--- src/rtl/fetch_sequencer_if.sv ---
// rtl/fetch_sequencer_if.sv - imem, decode and redirect signals of the fetch sequencer
interface fetch_sequencer_if;
   logic        imem_req;
   logic [31:0] imem_addr;
   logic        imem_gnt;
   logic        imem_rvalid;
   logic [31:0] imem_rdata;
   logic        inst_valid;
   logic [31:0] inst;
   logic [31:0] inst_pc;
   logic        inst_ready;
   logic        redirect_valid;
   logic [31:0] redirect_pc;
   logic        exc_req;
   logic [31:0] pc;

   modport master (
      output imem_req,
      output imem_addr,
      input  imem_gnt,
      input  imem_rvalid,
      input  imem_rdata,
      output inst_valid,
      output inst,
      output inst_pc,
      input  inst_ready,
      input  redirect_valid,
      input  redirect_pc,
      input  exc_req,
      output pc
   );

   modport slave (
      input  imem_req,
      input  imem_addr,
      output imem_gnt,
      output imem_rvalid,
      output imem_rdata,
      input  inst_valid,
      input  inst,
      input  inst_pc,
      output inst_ready,
      output redirect_valid,
      output redirect_pc,
      output exc_req,
      input  pc
   );
endinterface

--- src/rtl/fetch_sequencer.sv ---
// rtl/fetch_sequencer.sv - fetch PC owner sequencing imem req/gnt/rvalid into a decode handshake
module fetch_sequencer #(
   parameter logic [31:0] RESET_VECTOR = 32'h0000_0000,
   parameter logic [31:0] EXC_VECTOR   = 32'h0000_0080
) (
   input  logic               clk,
   input  logic               reset,
   fetch_sequencer_if.master  bus
);

   typedef enum logic [1:0] {IDLE, REQ, WAIT, HOLD} state_t;

   state_t      state;
   logic [31:0] pc_q;
   logic [31:0] inst_q;
   logic [31:0] inst_pc_q;
   logic        kill;
   logic        pend;
   logic [31:0] pend_pc;

   logic        redir;
   logic [31:0] redir_tgt;

   // Exception entry always beats a same-cycle branch.
   always_comb begin
      redir     = bus.exc_req | bus.redirect_valid;
      redir_tgt = bus.exc_req ? EXC_VECTOR : (bus.redirect_pc & 32'hFFFF_FFFC);
   end

   always_ff @(posedge clk or posedge reset) begin
      if (reset) begin
         state     <= IDLE;
         pc_q      <= RESET_VECTOR;
         inst_q    <= 32'h0;
         inst_pc_q <= 32'h0;
         kill      <= 1'b0;
         pend      <= 1'b0;
         pend_pc   <= 32'h0;
      end else begin
         case (state)
            IDLE: begin
               if (redir) pc_q <= redir_tgt;
               state <= REQ;
            end
            REQ: begin
               // The address is frozen until grant; a redirect seen before then
               // is parked and applied together with killing the granted word.
               if (bus.imem_gnt) begin
                  state <= WAIT;
                  pend  <= 1'b0;
                  if (redir) begin
                     pc_q <= redir_tgt;
                     kill <= 1'b1;
                  end else if (pend) begin
                     pc_q <= pend_pc;
                     kill <= 1'b1;
                  end
               end else if (redir) begin
                  pend    <= 1'b1;
                  pend_pc <= redir_tgt;
               end
            end
            WAIT: begin
               if (redir) pc_q <= redir_tgt;
               if (bus.imem_rvalid) begin
                  if (kill || redir) begin
                     kill  <= 1'b0;
                     state <= REQ;
                  end else begin
                     inst_q    <= bus.imem_rdata;
                     inst_pc_q <= pc_q;
                     state     <= HOLD;
                  end
               end else if (redir) begin
                  kill <= 1'b1;
               end
            end
            HOLD: begin
               if (redir) begin
                  pc_q  <= redir_tgt;
                  state <= REQ;
               end else if (bus.inst_ready) begin
                  pc_q  <= pc_q + 32'd4;
                  state <= REQ;
               end
            end
            default: state <= IDLE;
         endcase
      end
   end

   assign bus.imem_req   = (state == REQ);
   assign bus.imem_addr  = pc_q;
   assign bus.inst_valid = (state == HOLD);
   assign bus.inst       = inst_q;
   assign bus.inst_pc    = inst_pc_q;
   assign bus.pc         = pc_q;

endmodule

--- src/flat_wrapper.sv ---
// flat-port wrapper written by rule: the top's interface ports become plain ports
module fetch_sequencer_flat 
#(
   parameter logic [31:0] RESET_VECTOR = 32'h0000_0000,
   parameter logic [31:0] EXC_VECTOR   = 32'h0000_0080
)
  (clk, reset, bus_imem_req, bus_imem_addr, bus_imem_gnt, bus_imem_rvalid, bus_imem_rdata, bus_inst_valid, bus_inst, bus_inst_pc, bus_inst_ready, bus_redirect_valid, bus_redirect_pc, bus_exc_req, bus_pc);
  fetch_sequencer_if bus_i ();
  input  logic clk;
  input  logic reset;
  output wire logic [$bits(bus_i.imem_req)-1:0] bus_imem_req;
  output wire logic [$bits(bus_i.imem_addr)-1:0] bus_imem_addr;
  input wire logic [$bits(bus_i.imem_gnt)-1:0] bus_imem_gnt;
  input wire logic [$bits(bus_i.imem_rvalid)-1:0] bus_imem_rvalid;
  input wire logic [$bits(bus_i.imem_rdata)-1:0] bus_imem_rdata;
  output wire logic [$bits(bus_i.inst_valid)-1:0] bus_inst_valid;
  output wire logic [$bits(bus_i.inst)-1:0] bus_inst;
  output wire logic [$bits(bus_i.inst_pc)-1:0] bus_inst_pc;
  input wire logic [$bits(bus_i.inst_ready)-1:0] bus_inst_ready;
  input wire logic [$bits(bus_i.redirect_valid)-1:0] bus_redirect_valid;
  input wire logic [$bits(bus_i.redirect_pc)-1:0] bus_redirect_pc;
  input wire logic [$bits(bus_i.exc_req)-1:0] bus_exc_req;
  output wire logic [$bits(bus_i.pc)-1:0] bus_pc;
  assign bus_imem_req = bus_i.imem_req;
  assign bus_imem_addr = bus_i.imem_addr;
  assign bus_i.imem_gnt = bus_imem_gnt;
  assign bus_i.imem_rvalid = bus_imem_rvalid;
  assign bus_i.imem_rdata = bus_imem_rdata;
  assign bus_inst_valid = bus_i.inst_valid;
  assign bus_inst = bus_i.inst;
  assign bus_inst_pc = bus_i.inst_pc;
  assign bus_i.inst_ready = bus_inst_ready;
  assign bus_i.redirect_valid = bus_redirect_valid;
  assign bus_i.redirect_pc = bus_redirect_pc;
  assign bus_i.exc_req = bus_exc_req;
  assign bus_pc = bus_i.pc;
  fetch_sequencer #(.RESET_VECTOR(RESET_VECTOR), .EXC_VECTOR(EXC_VECTOR)) u_core (.clk(clk), .reset(reset), .bus(bus_i));
endmodule
--- config.mk ---
export PLATFORM = sky130hd
export DESIGN_NAME = fetch_sequencer_flat
export DESIGN_NICKNAME = d
export VERILOG_FILES = /design/src/rtl/fetch_sequencer_if.sv /design/src/rtl/fetch_sequencer.sv /design/src/flat_wrapper.sv
export SDC_FILE = /design/constraint.sdc
export NUM_CORES = 1
export LEC_CHECK = 0
export ABC_AREA = 1
export CAP_MARGIN = 20
export CORE_MARGIN = 1.5
export CORE_UTILIZATION = 53
export DETAILED_ROUTE_END_ITERATION = 10
export PLACE_DENSITY_LB_ADDON = 0.05
export SLEW_MARGIN = 20
export SYNTH_ARGS = -nofsm -noshare
export SYNTH_HDL_FRONTEND = slang
export SYNTH_SLANG_ARGS = --single-unit
--- constraint.sdc ---
create_clock -name clk -period 11.6 [get_ports clk]
set_input_delay 3.48 -clock clk [delete_from_list [all_inputs] [get_ports clk]]
set_output_delay 3.48 -clock clk [all_outputs]
set_load 0.005 [all_outputs]
==> reports/results.tsv <==
metric	value	unit
status	complete, no violations	
seq_area_frac_synth	43.17	%
hp-class	flip-flop to flip-flop	
syn_area_per_cell	7.704	um^2
worstPathRequired	11.91	ns
ant_nets	0	
routed_wirelength	21.20	mm
synth.top_cell.area_share	43.17	%
setup_viol_count_final	0	
io_pins	201	
synth_compound_area_share	13.28	%
nets	1165	
critPathLaunchType	input pin	
root_buffer	clkbuf_16	
synth_top_cells_by_area	dfrtp_1 43%, nand2_1 12%, nor2_1 5.3%	
first_global_vias	6093	
clock_latency	0.43	ns
synth_cell_types	35	
gp_congestion	0.9039	
synth_top_family_by_area	simple AND/OR/NAND/NOR gates	
cts_hold_buf	0	
cts_buffer_depth	2	
grt_overflow	0	
insertedDiodeCount	0	
final_cell_mix	239 x nand2_1, 192 x clkdlybuf4s50_1, 126 x dfrtp_1, 104 x nor2_1, 84 x inv_1	
fmax	0.1578	GHz
synth_area	7303	um^2
p_total	0.002174	W
fp.dieH	120.4	um
cts_sinks	126	
drtIter0Drc	606	
antenna_found_initial	0	
grt_pass1_wl	32.74	mm
vias	6845	
drive_gt1_share	9.628	%
slew_headroom	30.39	%
hpwl	14.26	mm
synthAdderAreaFrac	1.028	%
synth_xor_xnor_area_share	0.7195	%
vdd_drop_max	0.2371	mV
synth_mux_area_share	5.088	%
cts_tree	built	
drv_cap	0	
power_density	226.2	nW/um^2
clkTransAtPathRegs	0.06	ns
period_needed	6.339	ns
finalHoldViolCount	0	
cts-resized-gates	0	
start_util	54.72	%
rows	42	
fin_crit_sh	54.64	%
drc	0	
yosys.area_share.simple	24.98	%
skew	0.005782	ns
grt_max_degree	93	
numCtsBuffers	17	
track_usage	29.39	%
worstSetupPathType	input pin to flip-flop	
htreeDepth	4	
synth_cells	948	
yosysWarnings	0	
final_common_cell	nand2_1	
p_leak	4.323	nW
coreArea	13350	um^2
ys_ff_latch	126	
postCtsSetupBuffers	0	
via_per_inst	5.360	
max_slew.worst_pin.slew	1.038	ns
wl_per_cell	16.60	um
area.growth.synth_to_final	31.61	%
cp-end-kind	flip-flop	
setup_tns	0	ns
firstDrtPassIters	5	
arrival	6.65	ns
critPathMaxFanout	39	
finalMaxSlewViolations	0	
die-area	14490	um^2
rsz0062_at_grt	no	
synth_top_area_cell	dfrtp_1	
io_buffers	192	
die_w	120.4	um
[layer usage]
layer	global-route usage (%)	wire length, um	vias up
met5	0	0	-
met4	8.382	286	0
met1	41.27	9085	3164
li1	-	-	3324
met3	7.264	2030	28
met2	45.38	9795	329
[layout make-up]
type	count	area (um^2)
fill	1126	3736
multi-input combinational	651	3316
sequential	126	3153
timing repair buffer	198	1967
clock buffer	19	452.9
inverter	94	362.8
tap	176	220.2
clock inverter	13	140.1
[worst max-delay path: stages]
cell and delay, ns:
clkdlybuf4s50_1 1.12, nor2_4 0, buf_4 0.29, inv_4 0.32
nor2_4 0.08, inv_4 0.21, o22ai_4 0.12, nor2_8 0.40
inv_4 0.26, a21oi_1 0.23, a21oi_2 0.07
[kinds of logic (layout without fill, tap and decap cells)]
| logic type | Yosys count | after routing |
|---|---|---|
| AND/OR/NAND/NOR | 428 | 428 |
| buffers and inverters | 176 | 324 |
| multiplexers | 33 | 33 |
| AO/OA/AOI/OAI | 172 | 172 |
| other | 1 | 6 |
| flip-flops | 126 | 126 |
| XOR/XNOR | 6 | 6 |
| adder cells (fa/ha/maj) | 6 | 6 |
[metrics by stage]
step / setup WS, ns / util [%] / cell area, um^2 / instances / hold slack, ns
after detailed placement: 4.894 / 67.57 / 9019 / 1245 / 0.4717
final: 5.262 / 72.01 / 9612 / 1277 / 0.4813
after global routing: 5.058 / 72.01 / 9612 / 1277 / 0.5024
after global placement: 4.904 / 67.57 / 9019 / 1245 / 0.4644
after floorplan: 4.764 / - / 7322 / 953 / 0.4714
after CTS: 5.337 / 72.01 / 9612 / 1277 / 0.4863
[power breakdown]
part	switching [W]	total, W	internal, W	leakage (nW)
Clock	0.000206	0.000533	0.000327	0.281
Sequential	0.000151	0.000731	0.000580	1.67
Combinational	0.000481	0.000909	0.000428	2.37
[sequential cells by signal, indices dropped and copies added (netlist names)]
signal	count
u_core.pend_pc	30
u_core.state	2
u_core.bus.imem_addr	30
u_core.pend	1
u_core.kill	1
u_core.bus.inst	32
u_core.bus.inst_pc	30
[synth_stat cells, drive strengths merged]
library cell / instances
conb: 1
nor2: 118
clkbuf: 19
nand4: 12
o211ai: 1
a31oi: 3
and2: 3
nand3: 51
a21oi: 49
inv: 92
nand2: 244
o31ai: 1
xor2: 6
o22ai: 30
a22oi: 3
buf: 63
ha: 6
mux2: 33
o21ai: 85
clkinv: 2
dfrtp: 126
[final timing paths]
kind	from	end	slack, ns	cells after the start
min reg2reg	u_core.bus.inst_pc[16]	u_core.bus.inst_pc[16]	0.48	2
min	u_core.bus.inst_pc[16]	u_core.bus.inst_pc[16]	0.48	2
max reg2reg	u_core.state[1]	u_core.pend_pc[18]	8.40	9
max in group asynchronous	reset	u_core.bus.inst_pc[16]	6.71	3
max	bus_redirect_valid	u_core.bus.imem_addr[27]	5.26	11
min in group asynchronous	reset	u_core.bus.inst[22]	3.51	2
No activity file was read; power rests on OpenSTA's default activity.
